`src/rtl/ula_pkg.sv`:
```
`default_nettype none
// ============================================================================
// Module      : ula_pkg
// Description : Opcode encoding and shared constants for the ula_core ALU.
// Revision    : 1.0 - initial release
// ============================================================================
package ula_pkg;

    localparam int ULA_OPW = 3;

    typedef enum logic [ULA_OPW-1:0] {
        OP_AND    = 3'b000,
        OP_OR     = 3'b001,
        OP_ADDSUB = 3'b010,
        OP_XOR    = 3'b011,
        OP_NOR    = 3'b100,
        OP_NAND   = 3'b101,
        OP_PASSA  = 3'b110,
        OP_SLT    = 3'b111
    } ula_op_e;

endpackage
`default_nettype wire

```
`src/rtl/ula_bit_slice.sv`:
```
`default_nettype none
// ============================================================================
// Module      : ula_bit_slice
// Description : Combinational 1-bit ALU slice (logic ops plus full adder).
// Revision    : 1.0 - initial release
// ============================================================================
module ula_bit_slice
    import ula_pkg::*;
(
    input  logic [ULA_OPW-1:0] op,
    input  logic               a_i,
    input  logic               b_i,
    input  logic               c_i,
    input  logic               addsub,
    output logic               r_i,
    output logic               c_o,
    output logic               s_i
);

    logic w_bb;

    assign w_bb = addsub ? ~b_i : b_i;
    assign s_i  = a_i ^ w_bb ^ c_i;
    assign c_o  = (a_i & w_bb) | (a_i & c_i) | (w_bb & c_i);

    // SLT yields 0 here; the top level supplies bit 0 of the SLT result.
    always_comb begin
        r_i = 1'b0;
        case (ula_op_e'(op))
            OP_AND:    r_i = a_i & b_i;
            OP_OR:     r_i = a_i | b_i;
            OP_ADDSUB: r_i = s_i;
            OP_XOR:    r_i = a_i ^ b_i;
            OP_NOR:    r_i = ~(a_i | b_i);
            OP_NAND:   r_i = ~(a_i & b_i);
            OP_PASSA:  r_i = a_i;
            OP_SLT:    r_i = 1'b0;
            default:   r_i = 1'b0;
        endcase
    end

endmodule
`default_nettype wire

```
`src/rtl/ula_core.sv`:
```
`default_nettype none
// ============================================================================
// Module      : ula_core
// Description : Registered ripple-slice integer ALU with carry/ovf/zero flags.
// Revision    : 1.0 - initial release
// ============================================================================
module ula_core
    import ula_pkg::*;
#(
    parameter int WIDTH = 1
) (
    input  logic               clk,
    input  logic               rst,
    input  logic [ULA_OPW-1:0] ULAcontrole,
    input  logic [WIDTH-1:0]   a,
    input  logic [WIDTH-1:0]   b,
    input  logic               cin,
    input  logic               addsub,
    output logic [WIDTH-1:0]   ULAsaida,
    output logic               cout,
    output logic               ovf,
    output logic               zero
);

    logic [WIDTH:0]   w_carry;
    logic [WIDTH-1:0] w_slice_r;
    logic [WIDTH-1:0] w_sum;
    logic [WIDTH-1:0] w_result;
    logic             w_ovf;

    logic [WIDTH-1:0] r_result;
    logic             r_cout;
    logic             r_ovf;
    logic             r_zero;

    assign w_carry[0] = cin;

    for (genvar i = 0; i < WIDTH; i++) begin : g_slice
        ula_bit_slice u_slice (
            .op     (ULAcontrole),
            .a_i    (a[i]),
            .b_i    (b[i]),
            .c_i    (w_carry[i]),
            .addsub (addsub),
            .r_i    (w_slice_r[i]),
            .c_o    (w_carry[i+1]),
            .s_i    (w_sum[i])
        );
    end

    // For WIDTH=1 this collapses to cout ^ cin, since w_carry[0] is cin.
    assign w_ovf = w_carry[WIDTH] ^ w_carry[WIDTH-1];

    always_comb begin
        w_result = w_slice_r;
        if (ula_op_e'(ULAcontrole) == OP_SLT) begin
            w_result    = '0;
            w_result[0] = w_sum[WIDTH-1] ^ w_ovf;
        end
    end

    always_ff @(posedge clk) begin
        if (rst) begin
            r_result <= '0;
            r_cout   <= 1'b0;
            r_ovf    <= 1'b0;
            r_zero   <= 1'b0;
        end else begin
            r_result <= w_result;
            r_cout   <= w_carry[WIDTH];
            r_ovf    <= w_ovf;
            r_zero   <= (w_result == '0);
        end
    end

    assign ULAsaida = r_result;
    assign cout     = r_cout;
    assign ovf      = r_ovf;
    assign zero     = r_zero;

endmodule
`default_nettype wire

```
`config.mk`:
```
export PLATFORM = sky130hd
export DESIGN_NAME = ula_core
export DESIGN_NICKNAME = d
export VERILOG_FILES = /design/src/rtl/ula_pkg.sv /design/src/rtl/ula_bit_slice.sv /design/src/rtl/ula_core.sv
export SDC_FILE = /design/constraint.sdc
export NUM_CORES = 1
export LEC_CHECK = 0
export ABC_AREA = 1
export CORE_AREA = 5 5 42 44
export CTS_CLUSTER_SIZE = 12
export DETAILED_ROUTE_END_ITERATION = 8
export DIE_AREA = 0 0 47 49
export MAX_ROUTING_LAYER = met4
export PLACE_DENSITY_LB_ADDON = 0.12
export SYNTH_ARGS = -nofsm -noshare
export SYNTH_HDL_FRONTEND = slang
export SYNTH_SLANG_ARGS = --single-unit
```
`constraint.sdc`:
```
create_clock -name clk -period 3.3 [get_ports clk]
set_clock_uncertainty 0.1 [all_clocks]
set_input_delay 0.33 -clock clk [delete_from_list [all_inputs] [get_ports clk]]
set_output_delay 0.33 -clock clk [all_outputs]
set_load 0.1 [all_outputs]
```
==> Yosys cells after proc, flatten, opt, wreduce, memory -nomap -nowiden <==
Cells that the tools add are included.
{ "totals": {"output_inout_bits": 4, "input_bits": 9, "elab_cells": 31, "ff_bits": 4} }
{ "classes": {"n_bitwise": 16, "n_mux": 3, "n_reduce_logical": 1, "eq_ne": 7} }
{ "ops": {"columns": ["cell", "count"], "rows": [
  ["3-bit == test (second input constant)", 4],
  ["1-bit case mux with 7 select lines", 1],
  ["3-bit by 2-bit == test with 1-bit output (second input constant)", 2],
  ["1-bit bitwise XOR", 5],
  ["1-bit bitwise AND", 4],
  ["1-bit inverter", 4],
  ["3-bit by 1-bit == test with 1-bit output (second input constant)", 1],
  ["3-bit logical NOT", 1],
  ["1-bit OR", 3],
  ["1-bit 2-to-1 mux", 2]
]} }

==> Logic depth before layout (Yosys ltp) <==
Gate-level depths: netlist of run 1.
{ "logic_depth": {"word_depth": 9, "mapped_depth": 9, "depth_no_buf": 9} }

==> Hierarchy <==
Synthesis of run 1 repeated with hierarchy kept, for this count alone.
{ "hier_totals": {"hier_cells": 55, "area_unflattened_um2": 330.3} }
{ "modules_own_cells": {"columns": ["module", "cells_per_inst", "seq_area_each_um2", "area_each_um2", "instances"], "rows": [
  ["ula_core", 28, 80.1, 182.7, 1],
  ["ula_bit_slice", 27, 0.0, 147.6, 1]
]} }

==> Worst setup path after synthesis of run 1 <==
OpenSTA, ideal clock, no wires.
{ "synth_path": {"kind": "input port to flip-flop", "from": "input addsub", "to": "register r_zero, in the netlist zero", "slack_ns": 1.832, "cell_stages": 7, "arrival_ns": 1.306, "path_buffers": 0, "path_cell_list": "xnor2_1 -> fa_1 -> nand2_1 -> nand3_1 -> nand3_2 -> nand2_1 -> nor2_2"} }
{ "synth_between": {"elab_chain_len": 8, "elab_cells_between_ends": 12, "classes_between": "3 x mux; 9 x bitwise"} }
{ "synth_lines": {"columns": ["item", "line", "source"], "rows": [
  ["start, declared", "ula_core.sv:18", "input logic addsub,"],
  ["1-bit 2-to-1 mux (*)", "ula_bit_slice.sv:22", "assign w_bb = addsub ? ~b_i : b_i;"],
  ["1-bit bitwise AND", "ula_bit_slice.sv:24", "assign c_o = (a_i & w_bb) | (a_i & c_i) | (w_bb & c_i);"],
  ["1-bit OR (2 in a row)", "ula_bit_slice.sv:24", null],
  ["1-bit bitwise XOR", "ula_core.sv:52", "assign w_ovf = w_carry[WIDTH] ^ w_carry[WIDTH-1];"],
  ["1-bit bitwise XOR", "ula_core.sv:58", "w_result[0] = w_sum[WIDTH-1] ^ w_ovf;"],
  ["1-bit 2-to-1 mux (*)", "ula_core.sv:56", "if (ula_op_e'(ULAcontrole) == OP_SLT) begin"],
  ["1-bit inverter (*)", "ula_core.sv:72", "r_zero <= (w_result == '0);"],
  ["end signal, assigned", "ula_core.sv:72", null],
  ["end, declared", "ula_core.sv:34", "logic r_zero;"]
]} }
Every way passes the cells marked *; elsewhere a longest branch is shown, timed or not.
A chain may end at the register's enable or synchronous reset.

==> Worst setup path after layout of run 1 <==
{ "layout_path": {"from": "register r_ovf, in the netlist ovf", "to": "output ovf"} }
{ "layout_lines": {"columns": ["item", "line", "source"], "rows": [
  ["start, declared", "ula_core.sv:33", "logic r_ovf;"],
  ["start signal, assigned", "ula_core.sv:71", "r_ovf <= w_ovf;"],
  ["end, declared", "ula_core.sv:21", "output logic ovf,"]
]} }
No word-level cell between the ends.

==> impl_metrics.toml, run 1 <==
[logic_synthesis]
synth_area_leaders = "sky130_fd_sc_hd__dfxtp_1 28%, sky130_fd_sc_hd__fa_1 14%, sky130_fd_sc_hd__nand2_1 9.3%"
synth_cell_types = 14
synthesis.area_per_instance_um2 = 7.89
synth_fp_nets = 49
post_synth_instance_area_um2 = 284
postSynthCellCount = 36
yosysWarningCount = 0
synthDominantAreaCellType = "sky130_fd_sc_hd__dfxtp_1"
synth_top_area_share_pct = 28.2
postSynthRegisterBits = 4
synth_seq_area_share_pct = 28.2

[clock_tree]
cts.clk_slew.worst_paths_ps = 30
ctsHoldBuffers = 0
clk_path_buf_depth = 2
postCtsResizedCells = 0
tritoncts = "done"
tritoncts_num_sinks = 4
post_cts_buffers = 0
ctsHtreeMaxLevel = 1
cts-root-buf = "sky130_fd_sc_hd__clkbuf_4"
tritoncts.num_buffers = 3

[power_and_ir_drop]
clkPwrFrac_pct = 30.5
internal_power_w = 0.000120
share_seq_of_total_power_pct = 28.3
p_per_area_nw_per_um2 = 429
combinationalPowerShare_pct = 41.2
switching_power_w = 0.0000715
static-leakage-power_nw = 0.209
max-vdd-ir-drop_mv = 0.0992
power_switching_share_pct = 37.3

[global_route]
grt_util_met3_pct = 1.48
grt_antenna_before_repair = 0
globalRouteMet1Util_pct = 4.81
first_global_vias = 304
pin_count_of_the_biggest_net_entering_global_routing = 6
grt_util_all_layers_pct = 5.98
grt_pass1_wl_um = 945
gr-max-usage-layer = "met2"
global_route.overflow_total = 0
use_met2_pct = 9.50

[critical_path]
cpMaxStageDelayCell = "sky130_fd_sc_hd__clkdlybuf4s50_1"
cp_slowest_stage_delay_ps = 1120
critPathBufInv = 1
critPathTopFamily = "buffers and inverters"
crit_path_end_kind = "primary output"
cp_data_arrival_time_ps = 1650
worstSetupPathType = "flop to primary output"
cp_cell_sequence = "clkdlybuf4s50_1"
worstPathMaxFanout = 1
crit_path_start_kind = "flop"
worst-endpoint-required_ps = 2870
timing.critical_path.from = "ovf"

[detailed_routing]
vias_per_cell = 3.90
detail_route.first_pass.iterations = 2
detailroute.via_count = 261
postRouteAntennaNets = 0
remaining_drc_errors = 0
wire_per_inst_um = 8.22
drt_iter0_drc = 2
finalWirelength_um = 551

[place]
post-place-cells = 64
buffer_ports.inserted = 12
place.detailed.hpwl_um = 520
gpl.final_weighted_congestion = 0.803

[die]
starting_utilization_of_the_core_area_pct = 20.3
io_pins = 13
design.die.area_um2 = 2300
row_count = 14
dieWidth_um = 47
fp.coreArea_um2 = 1400
die_height_um = 49

[timing]
setup_tns_final_ps = 0
max_clock_freq_mhz = 480
hold_violations = 0
layout_min_cycle_time_ps = 2080
grt_setup_unrepaired = "no"
final.period_utilization_pct = 63.1
maxSlewHeadroom_pct = 35.7
setup_viol = 0
report.final.slew_viol_count = 0
tightestPinTransition_ps = 962

[final_layout]
antenna_cell_count = 0
fin_nets = 66
synthesis_to_finish_area_growth_pct = 57.3
fin_cells = 67
drive_above_1_share_pct = 17.6

[flow_run]
maxCapViolCount = 0

[hold_path]
holdCritPathClass = "input port to flop"
hold_path.startpoint = "ULAcontrole[2]"

[status]
outcome = "complete, no violations"
[stage by stage]
stage | area (um2) | setup WS, ps | util (%) | power (W) | hold WS (ps)
after detailed placement | 424 | 1190 | 30.3 | 0.000135 | 852
after CTS | 447 | 1200 | 31.9 | 0.000197 | 610
after floorplan | 284 | 1830 | - | 0.000109 | 292
after global placement | 424 | 1220 | 30.3 | 0.000134 | 851
final | 447 | 1220 | 31.9 | 0.000192 | 616
after global routing | 447 | 1160 | 31.9 | 0.000205 | 629
[cells in the mapped netlist, drive strengths merged]
cell    n
a21oi   1
clkinv  1
dfxtp   4
fa      2
ha      2
inv     7
nand2   9
nand3   5
nor2    3
xnor2   2
[power groups by stage]
stage	clock network, W	registers (W)	logic, W
5_1_grt	0.0000656	0.0000544	0.0000853
2_1_floorplan	0	0.0000881	0.0000214
6_report	0.0000584	0.0000543	0.0000789
4_1_cts	0.0000623	0.0000544	0.0000801
3_5_place_dp	0	0.0000552	0.0000800
3_3_place_gp	0	0.0000549	0.0000791
[cell usage in the layout (no fill, tap or decap), drive strengths merged]
cell type | synthesis | final
clkbuf | 0 | 3
inv | 7 | 7
clkinv | 1 | 1
a21oi | 1 | 1
fa | 2 | 2
dfxtp | 4 | 4
nor2 | 3 | 3
ha | 2 | 2
nand2 | 9 | 9
xnor2 | 2 | 2
nand3 | 5 | 5
clkdlybuf4s50 | 0 | 12
[sequential cells by signal (all words and copies together), names as in the netlist]
register and cells:
cout 1, zero 1, ULAsaida 1, ovf 1
[path summary, 6_finish.rpt]
path | endpoint | depth (start not counted) | slack, ps
max | ovf | 1 | 1220
min | ULAsaida | 3 | 620
[routing by layer]
metal | vias up | routed length [um] | part of all wire [%]
met2 | 10 | 288 | 52
met5 | - | 0 | 0
li1 | 137 | - | -
met1 | 112 | 186 | 34
met3 | 2 | 66 | 12
met4 | 0 | 10 | 1.8
[cell type report]
| type | count | area (um2) |
|---|---|---|
| repair buffers | 12 | 120 |
| fillers | 169 | 955 |
| inverters | 8 | 30.0 |
| flip-flops and latches | 4 | 80.1 |
| multi-input cells | 24 | 174 |
| clock buffers | 3 | 22.5 |
| well taps | 16 | 20.0 |
[cell families (layout without fill, tap and decap cells)]
logic type / Yosys count / after routing / synth area share (%)
buffers and inverters: 8 / 23 / 10.6
xor gates and xnor gates: 2 / 2 / 6.17
adders and majority gates: 4 / 4 / 22.9
DFF: 4 / 4 / 28.2
and+or+nand+nor: 17 / 17 / 29.1
AOI/OAI and AO/OA: 1 / 1 / 3.08
Note: power is estimated with default switching activity, not from simulation.
==> run 2: changes to the inputs <==
==> constraint.sdc (replaced) <==
create_clock -name clk -period 2.08 [get_ports clk]
set_clock_uncertainty 0.1 [all_clocks]
set_input_delay 0.208 -clock clk [delete_from_list [all_inputs] [get_ports clk]]
set_output_delay 0.208 -clock clk [all_outputs]
set_load 0.1 [all_outputs]
==> impl_metrics.toml, run 2 (synthesis results as in run 1) <==
[power_and_ir_drop]
finalPower_w = 0.000304
p_per_area_nw_per_um2 = 685
max-vdd-ir-drop_mv = 0.133
static-leakage-power_nw = 0.220

[clock_tree]
clk_path_buf_depth = 2
ctsHoldBuffers = 0
cts-root-buf = "sky130_fd_sc_hd__clkbuf_4"
tritoncts.num_buffers = 3
postCtsResizedCells = 0
post_cts_buffers = 0
tritoncts = "done"
cts.clk_slew.worst_paths_ps = 30
ctsHtreeMaxLevel = 1
tritoncts_num_sinks = 4

[critical_path]
cpMaxStageDelayCell = "sky130_fd_sc_hd__fa_1"
critPathTopFamily = "adder cells"
cp_data_arrival_time_ps = 1700
critPathBufInv = 1
worstPathMaxFanout = 3
cp_cell_sequence = "clkdlybuf4s50_1 -> xnor2_1 -> fa_1 -> nand2_1 -> nand3_1 -> nand3_2 -> nand2_1 -> nor2_2"
worst_path_most_repeated_cell = "sky130_fd_sc_hd__nand2_1"
crit_path_start_kind = "input port"
crit_path_end_kind = "flop"
worstSetupPathType = "input port to flop"
cp_slowest_stage_delay_ps = 500
worst-endpoint-required_ps = 2100

[hold_path]
holdCritPathClass = "input port to flop"
holdPathStages = 3
hold_path.startpoint = "ULAcontrole[2]"
hold_path_end = "ULAsaida"

[place]
place.detailed.hpwl_um = 559
post-place-cells = 65
gpl.final_weighted_congestion = 0.718
placed_standard_cell_area_um2 = 422
buffer_ports.inserted = 12

[die]
row_count = 14
fp.coreArea_um2 = 1400
dieWidth_um = 47
io_pins = 13
starting_utilization_of_the_core_area_pct = 20.3
die_height_um = 49
design.die.area_um2 = 2300

[global_route]
grt_util_all_layers_pct = 6.42
grt_util_met3_pct = 1.48
globalRouteMet1Util_pct = 5.04
use_met2_pct = 10.6
first_global_vias = 313
global_route.overflow_total = 0
grt_antenna_before_repair = 0
gr-max-usage-layer = "met2"
pin_count_of_the_biggest_net_entering_global_routing = 6
grt_pass1_wl_um = 1010

[flow_run]
maxCapViolCount = 0

[final_layout]
antenna_cell_count = 0
fin_cells = 68
synthesis_to_finish_area_growth_pct = 56.4
drive_above_1_share_pct = 26.9
fin_area_um2 = 444
layout.cells.most_common = "sky130_fd_sc_hd__clkdlybuf4s50_1"
fin_nets = 67
most_used_cells_in_the_layout_excluding_fill_and_tap_cells = "8 x sky130_fd_sc_hd__clkdlybuf4s50_1, 7 x sky130_fd_sc_hd__nand2_1, 6 x sky130_fd_sc_hd__inv_1"

[detailed_routing]
wire_per_inst_um = 8.88
detailroute.via_count = 280
finalWirelength_um = 604
vias_per_cell = 4.12
remaining_drc_errors = 0
detail_route.first_pass.iterations = 3
drt_iter0_drc = 2
postRouteAntennaNets = 0

[timing]
report.final.slew_viol_count = 0
layout_min_cycle_time_ps = 1680
setup_tns_final_ps = 0
setup_viol = 0
tightestPinTransition_ps = 279
max_clock_freq_mhz = 595
maxSlewHeadroom_pct = 81.5
final.period_utilization_pct = 80.8
hold_ws_ps = 494
hold_violations = 0
grt_setup_unrepaired = "no"

[status]
outcome = "complete, no violations"
-- run 2: area by class of cell --
class / instances / area, um2
Multi-Input combinational cell: 24 / 174
Inverter: 8 / 30.0
Sequential cell: 4 / 80.1
Clock buffer: 3 / 22.5
Tap cell: 16 / 20.0
Fill cell: 164 / 957
Timing Repair Buffer: 13 / 118
-- run 2: through the flow --
stage          util [%]  setup WS (ps)
2_1_floorplan         -            734
3_3_place_gp       30.1            172
3_5_place_dp       30.1            146
4_1_cts            31.7            394
5_1_grt            31.7            291
6_report           31.7            400
-- run 2: report_power, final --
part | switching (W) | internal (W)
clock network | 0.0000275 | 0.0000642
logic | 0.0000854 | 0.0000412
registers | 0.00000170 | 0.0000844
-- run 2: worst max-delay path by stage --
stage / endpoint / depth (start not counted) / start
after floorplan: zero / 7 / addsub
after global placement: zero / 8 / b
after detailed placement: zero / 8 / b
after CTS: zero / 8 / b
after global routing: zero / 8 / b
final: zero / 8 / b
-- run 2: metal layers --
| layer | vias to the layer above | wire length (um) | part of all wire (%) |
|---|---|---|---|
| met1 | 127 | 198 | 33 |
| met3 | 2 | 64 | 11 |
| met4 | 0 | 10 | 1.7 |
| li1 | 141 | - | - |
| met2 | 10 | 331 | 55 |
| met5 | - | 0 | 0 |
